$ cat src/rtl/mem_arbiter.sv
`default_nettype none
// ============================================================================
// Module      : mem_arbiter
// Description : Shares one synchronous single-port RAM between the fetch and
//               load/store requesters. At most one access is issued per cycle.
//               Data accesses win, but a starvation counter forces a fetch
//               grant after STARVE_LIMIT consecutive data grants. Read data is
//               steered back to its owner one cycle after the grant.
// Revision    : 1.0 - initial release
// ============================================================================
module mem_arbiter #(
  parameter int ADDR_WIDTH   = 31,
  parameter int DATA_WIDTH   = 31,
  parameter int STARVE_LIMIT = 4
) (
  input  logic                  clk,
  input  logic                  rst,
  // Fetch requester
  input  logic                  i_f_req,
  input  logic [ADDR_WIDTH:0]   i_f_addr,
  output logic                  o_f_gnt,
  output logic                  o_f_rvalid,
  output logic [DATA_WIDTH:0]   o_f_rdata,
  // Data requester
  input  logic                  i_d_req,
  input  logic                  i_d_we,
  input  logic [3:0]            i_d_be,
  input  logic [ADDR_WIDTH:0]   i_d_addr,
  input  logic [DATA_WIDTH:0]   i_d_wdata,
  output logic                  o_d_gnt,
  output logic                  o_d_rvalid,
  output logic [DATA_WIDTH:0]   o_d_rdata,
  // RAM port
  output logic                  o_mem_en,
  output logic                  o_mem_we,
  output logic [3:0]            o_mem_be,
  output logic [ADDR_WIDTH:0]   o_mem_addr,
  output logic [DATA_WIDTH:0]   o_mem_wdata,
  input  logic [DATA_WIDTH:0]   i_mem_rdata,
  // Status
  output logic                  o_busy
);

  // State names the access issued in the previous cycle.
  typedef enum logic [1:0] {
    IDLE = 2'd0,
    F_RD = 2'd1,
    D_RD = 2'd2,
    D_WR = 2'd3
  } state_t;

  localparam logic [3:0] STARVE_MAX = 4'(STARVE_LIMIT);

  state_t     state_q, state_d;
  logic [3:0] starve_cnt_q, starve_cnt_d;
  logic       f_rvalid_q, f_rvalid_d;
  logic       d_rvalid_q, d_rvalid_d;
  logic       f_gnt, d_gnt;

  // Arbitration, starvation counter update and next-state decode.
  always_comb begin
    f_gnt        = 1'b0;
    d_gnt        = 1'b0;
    starve_cnt_d = starve_cnt_q;
    state_d      = IDLE;

    // Grants are suppressed while reset is held so nothing reaches the RAM.
    if (rst) begin
      if (i_d_req && i_f_req) begin
        if (starve_cnt_q == STARVE_MAX) begin
          f_gnt = 1'b1;
        end else begin
          d_gnt = 1'b1;
        end
      end else if (i_d_req) begin
        d_gnt = 1'b1;
      end else if (i_f_req) begin
        f_gnt = 1'b1;
      end
    end

    // Counter only tracks data grants that overtook a waiting fetch.
    if (!i_f_req || f_gnt) begin
      starve_cnt_d = 4'd0;
    end else if (d_gnt && (starve_cnt_q < STARVE_MAX)) begin
      starve_cnt_d = starve_cnt_q + 4'd1;
    end

    if (f_gnt) begin
      state_d = F_RD;
    end else if (d_gnt) begin
      state_d = i_d_we ? D_WR : D_RD;
    end

    f_rvalid_d = (state_d == F_RD);
    d_rvalid_d = (state_d == D_RD);
  end

  // RAM port mux: driven from whichever requester won, all zero otherwise.
  always_comb begin
    o_mem_en    = 1'b0;
    o_mem_we    = 1'b0;
    o_mem_be    = 4'b0000;
    o_mem_addr  = '0;
    o_mem_wdata = '0;
    if (f_gnt) begin
      o_mem_en   = 1'b1;
      o_mem_be   = 4'b1111;
      o_mem_addr = i_f_addr;
    end else if (d_gnt) begin
      o_mem_en   = 1'b1;
      o_mem_addr = i_d_addr;
      if (i_d_we) begin
        o_mem_we    = 1'b1;
        o_mem_be    = i_d_be;
        o_mem_wdata = i_d_wdata;
      end else begin
        o_mem_be    = 4'b1111;
      end
    end
  end

  // State, counter and response-valid registers with asynchronous reset.
  always_ff @(posedge clk or negedge rst) begin
    if (!rst) begin
      state_q      <= IDLE;
      starve_cnt_q <= 4'd0;
      f_rvalid_q   <= 1'b0;
      d_rvalid_q   <= 1'b0;
    end else begin
      state_q      <= state_d;
      starve_cnt_q <= starve_cnt_d;
      f_rvalid_q   <= f_rvalid_d;
      d_rvalid_q   <= d_rvalid_d;
    end
  end

  assign o_f_gnt    = f_gnt;
  assign o_d_gnt    = d_gnt;
  assign o_f_rvalid = f_rvalid_q;
  assign o_d_rvalid = d_rvalid_q;
  // Read data is only passed through to the owner of the outstanding read.
  assign o_f_rdata  = f_rvalid_q ? i_mem_rdata : '0;
  assign o_d_rdata  = d_rvalid_q ? i_mem_rdata : '0;
  assign o_busy     = (state_q != IDLE);

endmodule
`default_nettype wire

$ cat config.mk
export PLATFORM = sky130hd
export DESIGN_NAME = mem_arbiter
export DESIGN_NICKNAME = d
export VERILOG_FILES = /design/src/rtl/mem_arbiter.sv
export SDC_FILE = /design/constraint.sdc
export NUM_CORES = 1
export LEC_CHECK = 0
export BUFFER_PORTS_ARGS = -buffer_cell sky130_fd_sc_hd__buf_4
export CAP_MARGIN = 40
export CELL_PAD_IN_SITES_DETAIL_PLACEMENT = 1
export CELL_PAD_IN_SITES_GLOBAL_PLACEMENT = 1
export CORE_MARGIN = 4
export CORE_UTILIZATION = 15
export CTS_BUF_LIST = sky130_fd_sc_hd__clkbuf_16
export CTS_CLUSTER_SIZE = 28
export DETAILED_ROUTE_END_ITERATION = 6
export GPL_TIMING_DRIVEN = 0
export PLACE_DENSITY = 0.87
export SLEW_MARGIN = 10
export SYNTH_ARGS = -nofsm -noshare
export SYNTH_HDL_FRONTEND = slang
export SYNTH_SLANG_ARGS = --single-unit
$ cat constraint.sdc
create_clock -name clk -period 2.3 [get_ports clk]
set_input_delay 0.69 -clock clk [delete_from_list [all_inputs] [get_ports clk]]
set_output_delay 0.69 -clock clk [all_outputs]
set_load 0.005 [all_outputs]
==> results of run 1 <==
==> routing by layer <==
layer	vias up	part of all wire, %	global-route usage, %
li1	1281	-	-
met1	1281	33	17.6
met2	183	54	31.4
met3	24	11	4.86
met4	0	1.7	3.97
met5	-	0	0
==> final timing paths <==
check | to | slack [ns] | start
hold reg to reg | starve_cnt_q[3] | 0.60 | starve_cnt_q[3]
hold / removal | starve_cnt_q[2] | 0.27 | rst
max in group asynchronous | o_f_rvalid | 1.87 | rst
min in group clk | starve_cnt_q[3] | 0.60 | starve_cnt_q[3]
setup reg to reg | state_q[0] | 0.65 | starve_cnt_q[0]
setup / recovery | o_mem_addr[16] | -0.16 | starve_cnt_q[0]
==> layout by cell type, fill, tap and decap left out, drive strengths merged <==
cell | netlist | final
dfrtp | 8 | 8
nand4b | 2 | 2
mux2i | 1 | 1
o22ai | 4 | 4
nor2b | 4 | 4
inv | 5 | 5
xnor2 | 1 | 1
a41oi | 1 | 1
clkbuf | 10 | 17
nand4 | 1 | 1
buf | 10 | 297
and4bb | 1 | 1
and2 | 66 | 66
nor2 | 5 | 5
a22o | 31 | 31
o21ai | 2 | 2
or2 | 1 | 1
ha | 2 | 2
and3 | 32 | 32
nand3 | 3 | 3
a21o | 1 | 1
nand2 | 1 | 1
nand2b | 1 | 1
nand3b | 1 | 1
a21oi | 2 | 2
==> registers in the layout, indices dropped and copies added, names as in the netlist <==
| signal | count |
|---|---|
| starve_cnt_q | 4 |
| o_d_rvalid | 1 |
| o_f_rvalid | 1 |
| state_q | 2 |
==> stage by stage <==
stage	std cells	utilization, %	total power, uW	hold slack (ns)
detailed placement	603	38.2	664	0.551
finish	623	44.9	1040	0.274
floorplan	196	-	298	0.394
CTS	615	41.5	996	0.274
global route	623	44.9	1100	0.275
global placement	603	38.2	649	0.542
==> cell type report <==
cell class	instances	area [um^2]
Fill cell	1145	5360
Sequential cell	8	200
Buffer	20	184
Timing Repair Buffer	291	2410
Multi-Input combinational cell	163	1310
Tap cell	133	166
Clock buffer	3	75.1
Inverter	5	23.8
==> power by group <==
part | internal, uW | switching [uW] | total, uW
Combinational | 386 | 214 | 600
Sequential | 146 | 4.02 | 150
Clock | 224 | 65.4 | 289
Total | 756 | 284 | 1040
==> critical path, cell delays in order (launching register included) <==
cell and delay [ns]:
dfrtp_1 0.39, inv_2 0.08, ha_4 0.15, nand4b_4 0.12, nand3_4 0.13, inv_6 0.06, buf_12 0.14, buf_8 0.13
a22o_1 0.20, buf_4 0.14
==> cell usage after synthesis, types with 2 or more instances <==
master	count	share of area (%)
a22o_1	31	18
o21ai_0	2	0.67
buf_2	2	0.67
dfrtp_1	8	13
nand3_1	2	0.67
nor2b_1	4	1.7
ha_1	2	1.7
and3_1	32	13
inv_1	4	1.0
clkbuf_1	10	2.5
and2_1	65	27
o22ai_1	4	1.7
nor2_1	5	1.3
buf_6	8	6.0
==> logic make-up (layout without fill, tap and decap cells) <==
family                     count (synthesis)  count (layout)  synth area share [%]
DFF                                        8               8                  13.4
muxes                                      1               1                 0.668
and+or+nand+nor                          118             118                  50.3
AOI/OAI and AO/OA                         41              41                  23.0
buffers and inverters                     25             319                  10.4
adders and majority gates                  2               2                  1.67
xor gates and xnor gates                   1               1                 0.585
==> timing repair <==
action,CTS,global route
gates cloned,1,4
setup buffers,8,4
gates resized for setup,41,56
endpoints found under the hold margin,0,0
setup endpoints to repair,72,72
pin swaps,6,27
==> metrics.csv, run 1 <==
metric,value,unit
NumNets Final,631,
GP Congestion,0.821,
setup TNS,-5.89,ns
min cycle time layout,2.46,ns
# hold bufs at CTS,0,
post-DP HPWL,8970,um
P_leak,0.00233,uW
post-synth cell types,31,
worst rel slew slack,64.9,%
first-pass GRT wire length,15300,um
worst r2r path cells,9,
Main synth FF type,dfrtp_1,
status,finished with violations,
Post-DRT Antenna Nets,0,
final worst slack,-0.155,ns
crit path kind,register to output port,
post-synthesis instance total,196,
clock tree sinks,8,
drt wl/cell,18.3,um
Clock Tree Buf Depth,2,
Avg Inst Size Synth,7.64,um^2
clk_skew,0.00339,ns
dpl cell area,0.00372,mm^2
Via density,4.44,
power density cells,238,mW/mm^2
slew of the pin with the lowest slew margin,0.526,ns
gr ovfl total,0,
DIE WIDTH,108,um
DRT Wirelength,11400,um
worst-path maximum fanout,10,
Initial Util,15.4,%
worst min-delay path category,input pin to asynchronous set/reset pin,
Initial DRC Count,69,
die height,108,um
mapped cell area,0.00150,mm^2
layout cells sized above 1,70.8,%
Final Hold Vio Count,0,
CP Data Required Time,1.61,ns
H-Tree Depth,1,
failing checks,setup timing,
number of synthesized flops with an enable pin,0,
core area,0.00973,mm^2
Num CTS Buffers,3,
final setup vio count,52,
GRT Total Usage,16.5,%
clock latency on the worst-skew pair,0.23,ns
Area growth syn-to-layout,192,%
worst ir drop on vdd,0.185,mV
antenna fix cells,0,
Ports,276,
RSZ-0062 raised after global routing,true,
period utilization,107,%
maxcap violations,0,
post-layout instance area,0.00437,mm^2
vias in the first global route,2965,
Synth Register Bits,8,
DIE AREA,0.0116,mm^2
first-pass iteration count of the detailed router,4,
clock-pin transition on the worst setup and hold timing paths,0.04,ns
drt drc,0,
register area share after synthesis,13.4,%
Vias,2769,
Critical Path End Type,output port,
Slew Limit Fails,0,
DP Worst Slack,-0.210,ns
CTS tree,built,
"Arr. time, crit path",1.77,ns
Max Clk Rate,407,MHz
pin count of the biggest net entering global routing,17,
Async SR Flop Fraction,100,%
Startpoint Class,register,
row count,36,
initial antenna violation count,0,
Syn Nets,335,
port buffer count,274,
CTS root buf,clkbuf_16,
Ys Warns,0,
No activity file was read; power rests on OpenSTA's default activity.
==> run 2: changes to the inputs <==
- GPL_TIMING_DRIVEN: 0 -> 1
==> run 2 against run 1 <==
The run still ends with setup timing left. Maximum frequency fell by 1.3%. Power fell by 2.6%. Sequential share of layout area rose by 0.36 points. Via count fell by 1.2%. Clock power rose by 5%. Cell count fell by 1.8%. Flip-flop and latch count did not move. Largest power group unchanged.
==> metrics.csv, run 2 (synthesized netlist as in run 1, its figures left out) <==
metric,value,unit
setup TNS,-8.76,ns
CP Data Required Time,1.61,ns
drt drc,0,
Pint,725,uW
Fin Hold WS,0.433,ns
period utilization,108,%
maxcap violations,0,
Clock Tree Buf Depth,2,
Slew Limit Fails,0,
failing checks,setup timing,
row count,36,
vias in the first global route,2743,
DP Worst Slack,-0.0794,ns
switching pwr,288,uW
Top Registers,"starve_cnt_q (4), state_q (2)",
placed insts,591,
Post-DRT Antenna Nets,0,
CTS tree,built,
crit path kind,register to output port,
Final Hold Vio Count,0,
Fill cells,1217,
register area,200,um^2
RSZ-0062 raised after global routing,true,
layout cells sized above 1,68.1,%
Clock Power Share,29.9,%
first-pass iteration count of the detailed router,4,
initial antenna violation count,0,
"slowest stage delay, CP",0.39,ns
drt wl/cell,18.3,um
GP Congestion,0.758,
slew of the pin with the lowest slew margin,0.751,ns
Area growth syn-to-layout,171,%
antenna fix cells,0,
post-DP HPWL,8590,um
worst rel slew slack,49.9,%
pin count of the biggest net entering global routing,67,
min cycle time layout,2.49,ns
Initial Util,15.4,%
clk_skew,0.000403,ns
NumNets Final,620,
area of the multi-input gates,0.00123,mm^2
die height,108,um
most frequent cell on the critical path,buf_4,
Sequential Power Share,15.0,%
worst min-delay path category,input pin to asynchronous set/reset pin,
DIE WIDTH,108,um
slowest CP cell,dfrtp_1,
final worst slack,-0.189,ns
largest register by flop count,starve_cnt_q,
worst-path maximum fanout,33,
Non-Filler Instances,612,
most frequent cells in the layout,"289 x buf_4, 65 x and2_1, 31 x a22o_1",
first-pass GRT wire length,14500,um
status,finished with violations,
DIE AREA,0.0116,mm^2
gr ovfl total,0,
CP Buf/Inv Count,5,
critical path cell sequence,inv_2 > ha_4 > buf_4 > nand4b_4 > nand3_4 > inv_8 > buf_12 > a22o_1 > buf_4,
# hold bufs at CTS,0,
power density cells,250,mW/mm^2
Sw Share,28.4,%
Critical Path End Type,output port,
Top delay family on crit path,buffers and inverters,
Tot Pwr,1010,uW
Initial DRC Count,99,
P_leak,0.00230,uW
Vias,2736,
H-Tree Depth,1,
core area,0.00973,mm^2
Via density,4.47,
combinational share of power,55.0,%
port buffer count,275,
CTS root buf,clkbuf_16,
"most common cell after layout, fill and taps aside",buf_4,
Max Clk Rate,402,MHz
"Arr. time, crit path",1.80,ns
Startpoint Class,register,
clock-pin transition on the worst setup and hold timing paths,0.04,ns
Num CTS Buffers,3,
worst ir drop on vdd,0.224,mV
GRT Total Usage,15.7,%
clock tree sinks,8,
final setup vio count,69,
clock latency on the worst-skew pair,0.24,ns
DRT Wirelength,11200,um
max reg flops,4,
Ports,276,
[run 2: per-layer routing]
layer  vias up  track usage, %  share of wire, %
met1      1279            16.9                35
met4         0            4.60               1.6
met2       183            29.1                53
met3        14            5.04                11
li1       1260               -                 -
met5         -               0                 0
[run 2: timing repair]
action | 4_1_cts | 5_1_grt
gates resized for setup | 18 | 13
setup endpoints to repair | 72 | 71
gates cloned | 1 | 6
pin swaps | 13 | 9
buffers inserted | 7 | 5
[run 2: metrics by stage]
stage / util (%) / area [um^2]
2_1_floorplan: - / 1500
3_3_place_gp: 37.7 / 3670
3_5_place_dp: 37.7 / 3670
4_1_cts: 39.9 / 3880
5_1_grt: 41.7 / 4060
6_report: 41.7 / 4060
[run 2: power groups by stage]
stage | Clock [uW] | Combinational (uW) | Sequential, uW
6_report | 303 | 557 | 152
4_1_cts | 304 | 527 | 153
3_3_place_gp | 0 | 487 | 154
3_5_place_dp | 0 | 500 | 155
5_1_grt | 310 | 599 | 154
2_1_floorplan | 0 | 147 | 151
[run 2: worst register-to-register path: stages (launching register included)]
cell and delay [ns]:
dfrtp_1 0.37, inv_2 0.06, ha_4 0.16, nand3b_1 0.16, a21oi_4 0.09, buf_4 0.15, buf_12 0.14, buf_4 0.14
a21o_1 0.14
[run 2: cell type report]
| type | count | share of cell area [%] |
|---|---|---|
| Timing Repair Buffer | 300 | 58.2 |
| Clock buffer | 3 | 1.85 |
| Sequential cell | 8 | 4.94 |
| Tap cell | 133 | 4.10 |
| Multi-Input combinational cell | 163 | 30.3 |
| Inverter | 5 | 0.648 |
[run 2: worst paths after layout]
path | start | end | slack, ns | cells after the start
worst max-delay path | starve_cnt_q[1] | o_mem_addr[10] | -0.19 | 9
worst min-delay path | rst | o_f_rvalid | 0.43 | 2
worst max register to register | starve_cnt_q[1] | state_q[0] | 0.79 | 8
worst min register to register | starve_cnt_q[3] | starve_cnt_q[3] | 0.64 | 2
max in group asynchronous | rst | state_q[0] | 1.71 | 2
min in group clk | starve_cnt_q[3] | starve_cnt_q[3] | 0.64 | 2
